File: src/rtl/alu_pkg.sv
// Shared definitions for the ALU sharing arbiter: op codes, op legality check
// and FSM state encoding.
package alu_pkg;

  localparam logic [3:0] ALU_AND  = 4'b0000;
  localparam logic [3:0] ALU_OR   = 4'b0001;
  localparam logic [3:0] ALU_ADD  = 4'b0010;
  localparam logic [3:0] ALU_XOR  = 4'b0011;
  localparam logic [3:0] ALU_SLL  = 4'b0100;
  localparam logic [3:0] ALU_SRL  = 4'b0101;
  localparam logic [3:0] ALU_SUB  = 4'b0110;
  localparam logic [3:0] ALU_ASR1 = 4'b0111;

  typedef enum logic [1:0] {
    IDLE  = 2'd0,
    ISSUE = 2'd1,
    CAPT  = 2'd2,
    RESP  = 2'd3
  } arb_state_t;

  function automatic logic alu_op_supported(input logic [3:0] op);
    logic ok;
    case (op)
      ALU_AND, ALU_OR, ALU_ADD, ALU_XOR,
      ALU_SLL, ALU_SRL, ALU_SUB, ALU_ASR1: ok = 1'b1;
      default:                             ok = 1'b0;
    endcase
    return ok;
  endfunction

endpackage

File: src/rtl/alu_share_arbiter_if.sv
// One requester's request/response channel pair; the arbiter takes the slave
// side, the requester (execute stage or branch-compare unit) the master side.
interface alu_share_arbiter_if #(
  parameter int XLEN = 32,
  parameter int OPW  = 4
);
  logic            req_valid;
  logic            req_ready;
  logic [XLEN-1:0] req_a;
  logic [XLEN-1:0] req_b;
  logic [OPW-1:0]  req_op;
  logic            resp_valid;
  logic            resp_ready;
  logic [XLEN-1:0] resp_result;
  logic            resp_zero;
  logic            resp_err;

  modport master (
    output req_valid, req_a, req_b, req_op, resp_ready,
    input  req_ready, resp_valid, resp_result, resp_zero, resp_err
  );

  modport slave (
    input  req_valid, req_a, req_b, req_op, resp_ready,
    output req_ready, resp_valid, resp_result, resp_zero, resp_err
  );
endinterface

File: src/rtl/rr_arb2.sv
// Two-way grant from request valids and the last granted port.
// Build with ALU_ARB_FIXED_PRIO_EN for fixed priority (port 0 always wins ties).
module rr_arb2 (
  input  logic [1:0] valid,
  input  logic       last_grant,
  output logic [1:0] gnt
);
`ifdef ALU_ARB_FIXED_PRIO_EN
  logic unused_last_grant;
  assign unused_last_grant = last_grant;
  assign gnt[0] = valid[0];
  assign gnt[1] = valid[1] & ~valid[0];
`else
  // On a tie the port that did not win last time is granted.
  assign gnt[0] = valid[0] & (~valid[1] | last_grant);
  assign gnt[1] = valid[1] & (~valid[0] | ~last_grant);
`endif
endmodule

File: src/rtl/alu_share_arbiter.sv
// Shares one registered ALU between two requesters, one op in flight at a time.
// Arbitration is round-robin unless ALU_ARB_FIXED_PRIO_EN is defined.
module alu_share_arbiter
  import alu_pkg::*;
#(
  parameter int XLEN = 32,
  parameter int OPW  = 4
) (
  input  logic            clk,
  input  logic            rst,
  alu_share_arbiter_if.slave p0,
  alu_share_arbiter_if.slave p1,
  output logic [XLEN-1:0] alu_a,
  output logic [XLEN-1:0] alu_b,
  output logic [OPW-1:0]  alu_ctrl,
  input  logic [XLEN-1:0] alu_result,
  input  logic            alu_zero
);

  arb_state_t      state;
  logic            last_grant;
  logic            owner;
  logic [1:0]      gnt;
  logic [1:0]      resp_vld;
  logic [XLEN-1:0] res_q;
  logic            zero_q;
  logic            err_q;
  logic            consumed;
  logic            op_ok;

  rr_arb2 u_arb (
    .valid      ({p1.req_valid, p0.req_valid}),
    .last_grant (last_grant),
    .gnt        (gnt)
  );

  assign p0.req_ready = (state == IDLE) & gnt[0] & ~rst;
  assign p1.req_ready = (state == IDLE) & gnt[1] & ~rst;

  assign op_ok    = alu_op_supported(alu_ctrl);
  assign consumed = (resp_vld[0] & p0.resp_ready) | (resp_vld[1] & p1.resp_ready);

  // The operand/ctrl registers double as the ALU drive, so outside ISSUE the
  // ALU keeps seeing the last issued op.
  always_ff @(posedge clk or posedge rst) begin
    if (rst) begin
      state      <= IDLE;
      last_grant <= 1'b1;
      owner      <= 1'b0;
      alu_a      <= '0;
      alu_b      <= '0;
      alu_ctrl   <= '0;
      res_q      <= '0;
      zero_q     <= 1'b0;
      err_q      <= 1'b0;
      resp_vld   <= 2'b00;
    end else begin
      case (state)
        // accept edge: latch the granted port's op
        IDLE: begin
          if (gnt != 2'b00) begin
            owner      <= gnt[1];
            last_grant <= gnt[1];
            alu_a      <= gnt[1] ? p1.req_a  : p0.req_a;
            alu_b      <= gnt[1] ? p1.req_b  : p0.req_b;
            alu_ctrl   <= gnt[1] ? p1.req_op : p0.req_op;
            state      <= ISSUE;
          end
        end
        // ALU samples the operands at the end of this cycle
        ISSUE: state <= CAPT;
        // ALU result is valid; the ALU's own zero flag is trusted only for SUB
        CAPT: begin
          if (!op_ok) begin
            res_q  <= '0;
            zero_q <= 1'b1;
            err_q  <= 1'b1;
          end else begin
            res_q  <= alu_result;
            zero_q <= (alu_ctrl == ALU_SUB) ? alu_zero : (alu_result == '0);
            err_q  <= 1'b0;
          end
          resp_vld <= owner ? 2'b10 : 2'b01;
          state    <= RESP;
        end
        // hold the response until the owner consumes it
        RESP: begin
          if (consumed) begin
            resp_vld <= 2'b00;
            state    <= IDLE;
          end
        end
        default: state <= IDLE;
      endcase
    end
  end

  assign p0.resp_valid  = resp_vld[0];
  assign p0.resp_result = res_q;
  assign p0.resp_zero   = zero_q;
  assign p0.resp_err    = err_q;
  assign p1.resp_valid  = resp_vld[1];
  assign p1.resp_result = res_q;
  assign p1.resp_zero   = zero_q;
  assign p1.resp_err    = err_q;

endmodule

File: src/flat_wrapper.sv
// flat-port wrapper written by rule: the top's interface ports become plain ports
module alu_share_arbiter_flat import alu_pkg::*;
#(
  parameter int XLEN = 32,
  parameter int OPW  = 4
)
  (clk, rst, alu_a, alu_b, alu_ctrl, alu_result, alu_zero, p0_req_valid, p0_req_a, p0_req_b, p0_req_op, p0_resp_ready, p0_req_ready, p0_resp_valid, p0_resp_result, p0_resp_zero, p0_resp_err, p1_req_valid, p1_req_a, p1_req_b, p1_req_op, p1_resp_ready, p1_req_ready, p1_resp_valid, p1_resp_result, p1_resp_zero, p1_resp_err);
  alu_share_arbiter_if #(.XLEN(XLEN), .OPW(OPW)) p0_i ();
  alu_share_arbiter_if #(.XLEN(XLEN), .OPW(OPW)) p1_i ();
  input  logic clk;
  input  logic rst;
  output logic [XLEN-1:0] alu_a;
  output logic [XLEN-1:0] alu_b;
  output logic [OPW-1:0] alu_ctrl;
  input  logic [XLEN-1:0] alu_result;
  input  logic alu_zero;
  input wire logic [$bits(p0_i.req_valid)-1:0] p0_req_valid;
  input wire logic [$bits(p0_i.req_a)-1:0] p0_req_a;
  input wire logic [$bits(p0_i.req_b)-1:0] p0_req_b;
  input wire logic [$bits(p0_i.req_op)-1:0] p0_req_op;
  input wire logic [$bits(p0_i.resp_ready)-1:0] p0_resp_ready;
  output wire logic [$bits(p0_i.req_ready)-1:0] p0_req_ready;
  output wire logic [$bits(p0_i.resp_valid)-1:0] p0_resp_valid;
  output wire logic [$bits(p0_i.resp_result)-1:0] p0_resp_result;
  output wire logic [$bits(p0_i.resp_zero)-1:0] p0_resp_zero;
  output wire logic [$bits(p0_i.resp_err)-1:0] p0_resp_err;
  input wire logic [$bits(p1_i.req_valid)-1:0] p1_req_valid;
  input wire logic [$bits(p1_i.req_a)-1:0] p1_req_a;
  input wire logic [$bits(p1_i.req_b)-1:0] p1_req_b;
  input wire logic [$bits(p1_i.req_op)-1:0] p1_req_op;
  input wire logic [$bits(p1_i.resp_ready)-1:0] p1_resp_ready;
  output wire logic [$bits(p1_i.req_ready)-1:0] p1_req_ready;
  output wire logic [$bits(p1_i.resp_valid)-1:0] p1_resp_valid;
  output wire logic [$bits(p1_i.resp_result)-1:0] p1_resp_result;
  output wire logic [$bits(p1_i.resp_zero)-1:0] p1_resp_zero;
  output wire logic [$bits(p1_i.resp_err)-1:0] p1_resp_err;
  assign p0_i.req_valid = p0_req_valid;
  assign p0_i.req_a = p0_req_a;
  assign p0_i.req_b = p0_req_b;
  assign p0_i.req_op = p0_req_op;
  assign p0_i.resp_ready = p0_resp_ready;
  assign p0_req_ready = p0_i.req_ready;
  assign p0_resp_valid = p0_i.resp_valid;
  assign p0_resp_result = p0_i.resp_result;
  assign p0_resp_zero = p0_i.resp_zero;
  assign p0_resp_err = p0_i.resp_err;
  assign p1_i.req_valid = p1_req_valid;
  assign p1_i.req_a = p1_req_a;
  assign p1_i.req_b = p1_req_b;
  assign p1_i.req_op = p1_req_op;
  assign p1_i.resp_ready = p1_resp_ready;
  assign p1_req_ready = p1_i.req_ready;
  assign p1_resp_valid = p1_i.resp_valid;
  assign p1_resp_result = p1_i.resp_result;
  assign p1_resp_zero = p1_i.resp_zero;
  assign p1_resp_err = p1_i.resp_err;
  alu_share_arbiter #(.XLEN(XLEN), .OPW(OPW)) u_core (.clk(clk), .rst(rst), .p0(p0_i), .p1(p1_i), .alu_a(alu_a), .alu_b(alu_b), .alu_ctrl(alu_ctrl), .alu_result(alu_result), .alu_zero(alu_zero));
endmodule
File: config.mk
export PLATFORM = sky130hd
export DESIGN_NAME = alu_share_arbiter_flat
export DESIGN_NICKNAME = d
export VERILOG_FILES = /design/src/rtl/alu_pkg.sv /design/src/rtl/alu_share_arbiter_if.sv /design/src/rtl/rr_arb2.sv /design/src/rtl/alu_share_arbiter.sv /design/src/flat_wrapper.sv
export SDC_FILE = /design/constraint.sdc
export NUM_CORES = 1
export LEC_CHECK = 0
export CORE_AREA = 2 2 124 126
export CTS_CLUSTER_DIAMETER = 60
export CTS_CLUSTER_SIZE = 40
export DETAILED_ROUTE_END_ITERATION = 16
export DIE_AREA = 0 0 126 128
export PLACE_DENSITY = 0.8
export SYNTH_ARGS = -nofsm -noshare
export SYNTH_HDL_FRONTEND = slang
export SYNTH_SLANG_ARGS = --single-unit
File: constraint.sdc
create_clock -name clk -period 6.8 [get_ports clk]
set_input_delay 1.02 -clock clk [delete_from_list [all_inputs] [get_ports clk]]
set_output_delay 1.02 -clock clk [all_outputs]
set_load 0.005 [all_outputs]
### Word-level counts from Yosys, hierarchy flattened

Index checks and enable logic that the tools add are counted.

* input bits: 175
* register bits after elaboration: 108
* logic and storage cells: 51

* eq/ne operators: 6
* bitwise logic cells: 15
* multiplexer cells: 13
* reduce and logical (&&, ||, !) cells: 7

Operators by type and width (number)
* $mux 32: 3
* $logic_not 32->1: 1
* $and 1x1->1: 8
* $pmux 2 s4: 1
* $mux 2: 3
* $reduce_and 2->1: 3
* $eq 2x2->1 const B: 2
* $eq 4x3->1 const B: 1
* $mux 1: 4
* $mux 4: 1
* $not 1->1: 4
* $pmux 2 s2: 1
* $reduce_bool 2->1: 2
* $or 1x1->1: 3
* $eq 2x1->1 const B: 1
* $logic_not 2->1: 1
* $ne 2x1->1 const B: 1
* $ne 2x2->1 const B: 1

### Logic depth before layout (Yosys ltp)

* word-level depth: 6
* mapped depth: 8
* depth with buffers taken out: 6

### Cells and area by module

Synthesis repeated with hierarchy kept, for this count alone.

* cell total of the unflattened synthesis: 521
* area, all modules: 5126.2 µm²

By module, submodules not included
* alu_share_arbiter: times used 1, cells an instance 518, area each 5107.4 µm², sequential area each 2703.8 µm²
* rr_arb2: times used 1, cells an instance 3, area each 18.8 µm², sequential area each 0.0 µm²

### Worst setup path before layout

OpenSTA, ideal clock, no wires.

* path type: input port to output port
* start: in rst
* end: out p1_req_ready
* stages on the path: 2
* setup slack: 2101 ps
* data arrival time: 3679 ps
* buffers on the path: 0
* path through: inv_1 -> and3_1

* word-level cells in the longest chain between the ends: 2

Ends and longest elaborated chain
* start: declaration: line flat_wrapper.sv:11 `input logic rst;`
* $not 1->1: line alu_share_arbiter.sv:38 `assign p1.req_ready = (state == IDLE) & gnt[1] & ~rst;`
* $and 1x1->1: line alu_share_arbiter.sv:38
* end: declaration: line flat_wrapper.sv:32 `output wire logic [$bits(p1_i.req_ready)-1:0] p1_req_ready;`

No other way between the ends.

### Worst setup path after layout

* start: in p1_req_valid
* end: out p1_req_ready

* word-level cells in the longest chain between the ends: 3

Ends and longest elaborated chain
* start: declaration: line flat_wrapper.sv:27 `input wire logic [$bits(p1_i.req_valid)-1:0] p1_req_valid;`
* $and 1x1->1: line rr_arb2.sv:16 `assign gnt[1] = valid[1] & (~valid[0] | ~last_grant);`
* $and 1x1->1 (2 in series): line alu_share_arbiter.sv:38

No other way between the ends.

==> flow_metrics.tcl <==
set metrics [dict create \
    status "finished, final reports clean" \
    peakVddDrop_mv 0.183 \
    synth_area_um2 5130 \
    hold_viol 0 \
    grtUsageTotal 0.189 \
    combPwrFrac 0.484 \
    netlist_top_cells_area "dfrtp_1 52%, mux2i_1 13%, nand2_1 7.9%, o21ai_1 6.6%, buf_4 5.4%" \
    grt_pass1_wl_mm 24.1 \
    cts_hold_buf 0 \
    switchingPower_mw 1.08 \
    min_period_over_period 0.609 \
    yosysTopAreaCell "dfrtp_1" \
    power_frac_seq 0.352 \
    cts_made_buffers 9 \
    cp_cell_sequence "clkdlybuf4s50_1 > a21boi_4 > and3_1 > clkdlybuf4s50_1" \
    routed_wl_mm 15.2 \
    layout-drive-gt1-share 0.0353 \
    drc 0 \
    worst_skew_pair.late_latency_ns 0.34 \
    cts_tree "done" \
    path_max_fanout 21 \
    dieArea_um2 16100 \
    ant_nets 0 \
    p_int_mw 2.19 \
    critPathKind "input pin to output pin" \
    synth_cell_types 32 \
    synth_cells 521 \
    cts_sinks 108 \
    crit_buf_inv 2 \
    clock-root-buffer "clkbuf_16" \
    cp_common_cell "clkdlybuf4s50_1" \
    switching_share 0.330 \
    yosys_register_bits 108 \
    first_pass_iters 6 \
    synthTopCellsByCount "108 x nand2_1, 107 x dfrtp_1, 68 x mux2i_1, 68 x o21ai_1, 37 x buf_4" \
    via_per_inst 4.60 \
    period_minus_slack_ns 4.14 \
    async_flop_share 1.00 \
    area_growth_pct 64.6 \
    clockBufferDepth 2 \
    fmax_mhz 242 \
    initial_core_util 0.345 \
    die_y_um 128 \
    overflow 0 \
    final_nets 967 \
    path_delay_family "buffers and inverters" \
    tns_ns 0 \
    h-tree-depth 3 \
    die_w_um 126 \
    worstPathRequired_ns 5.78 \
    yosysWarnings 0 \
    antenna_found_initial 0 \
    post_cts_resized 0 \
    dominantRegCellSynth "dfrtp_1" \
    max_stage_delay_ns 0.73 \
    diodes 0 \
    grt_start_max_net_pins 84 \
    routedWlPerCell_um 15.4 \
    core_um2 14900 \
    vias 4512 \
    drt_iter0_drc 195 \
    synth.net_count 700 \
    p_per_area_nw_per_um2 386 \
    drv_cap 0 \
    io-pin-count 315 \
    portBuffers 314 \
    postCtsSetupBuffers 0 \
    finalClockSkew_ns 0.00802 \
    power_mw 3.26 \
    final-setup-viol-count 0 \
    hp-class "register to register" \
    end_kind "output pin" \
    worstPathArrival_ns 3.12 \
    tightest_slew_ns 0.844 \
    grt_pass1_vias 4558 \
    ys_seq_area_frac 0.527 \
    clk_pin_slew_ns 0.06 \
    synth_top_area_share 0.522 \
    cp_slowest_cell "a21boi_4" \
    rsz0062_at_grt "no" \
    yosysMostFrequentCell "nand2_1" \
    cp-start-kind "input pin" \
    dp_hpwl_mm 11.7 \
    power_leakage_nw 3.60 \
    maxSlewViolCount 0 \
    postSynthAreaPerCell_um2 9.85 \
    gp_routability_congestion 0.782 \
    pwr-share-clk 0.164 \
    slew_headroom 0.436 \
    synth_edf_count 0 \
    rows 45 \
]
==> layer usage <==
layer / share of wire / up-vias / global-route usage
li1: - / 2243 / -
met3: 0.085 / 12 / 0.0588
met2: 0.50 / 206 / 0.336
met1: 0.40 / 2051 / 0.220
met5: 0 / - / 0
met4: 0.013 / 0 / 0.0524
==> cells by family (layout without fill, tap and decap cells) <==
kind of cell	Yosys count	count (layout)	share of synthesized area
flops	108	108	0.527
mux	69	69	0.135
simple gates	129	129	0.104
compound gates	112	112	0.115
buf+inv	99	371	0.110
fa+ha+maj	4	4	0.00975
==> per-stage QoR <==
| step | instance area [µm²] | hold WS, ns | setup slack, ns | util | std cells |
|---|---|---|---|---|---|
| after floorplan | 5130 | 0.452 | 2.10 | - | 521 |
| after global placement | 8140 | 0.467 | 2.70 | 0.548 | 965 |
| after detailed placement | 8140 | 0.474 | 2.68 | 0.548 | 965 |
| after CTS | 8450 | 0.489 | 2.67 | 0.568 | 981 |
| after global routing | 8450 | 0.504 | 2.55 | 0.568 | 981 |
| final | 8450 | 0.481 | 2.66 | 0.568 | 981 |
==> power groups by stage <==
stage	combinational, mW	sequential [mW]	clock (mW)
global route	1.74	1.19	0.578
finish	1.58	1.15	0.535
detailed placement	1.60	1.16	0
CTS	1.61	1.15	0.555
global placement	1.57	1.15	0
floorplan	0.710	1.15	0
==> state kept, by name, summed over array words and instances (netlist names) <==
signal and cells:
u_core.alu_a 32, u_core.alu_b 32, u_core.alu_ctrl 4, u_core.last_grant 1
u_core.owner 1, u_core.p0.resp_err 1, u_core.p0.resp_result 32, u_core.p0.resp_zero 1
u_core.resp_vld 2, u_core.state 2
==> area by class of cell <==
class,instances,area (µm²)
fillers,1326,6420
repair buffers,320,3190
flip-flops and latches,108,2700
multi-input cells,314,1880
clock buffers,12,256
well taps,188,235
inverters,35,134
clock inverters,4,48.8
==> path summary, 6_finish.rpt <==
path / depth (start not counted) / endpoint / slack (ns) / start
worst max-delay path: 4 / p1_req_ready / 2.66 / p1_req_valid
worst min-delay path: 2 / u_core.alu_a[22] / 0.48 / u_core.alu_a[22]
worst max register to register: 4 / u_core.alu_b[5] / 4.36 / u_core.last_grant
worst min register to register: 2 / u_core.alu_a[22] / 0.48 / u_core.alu_a[22]
max in group asynchronous: 3 / u_core.alu_a[13] / 4.41 / rst
min in group asynchronous: 2 / u_core.owner / 1.12 / rst
==> worst min-delay path: stages (launching register included) <==
cell and delay, ns:
dfrtp_1 0.34, nand2_1 0.05, o21ai_1 0.06
==> cells in the final DEF, fill, tap and decap left out, drive strengths merged, types with 2 or more instances in the layout <==
cell	count
nor2b	2
nand2	108
clkinv	3
nor2	3
buf	6
inv	35
nor4	8
clkdlybuf4s50	314
o21ai	103
nand3b	2
ha	4
mux2i	68
a31oi	2
clkbuf	12
dfrtp	107
Power figures use the tool's default switching activity.
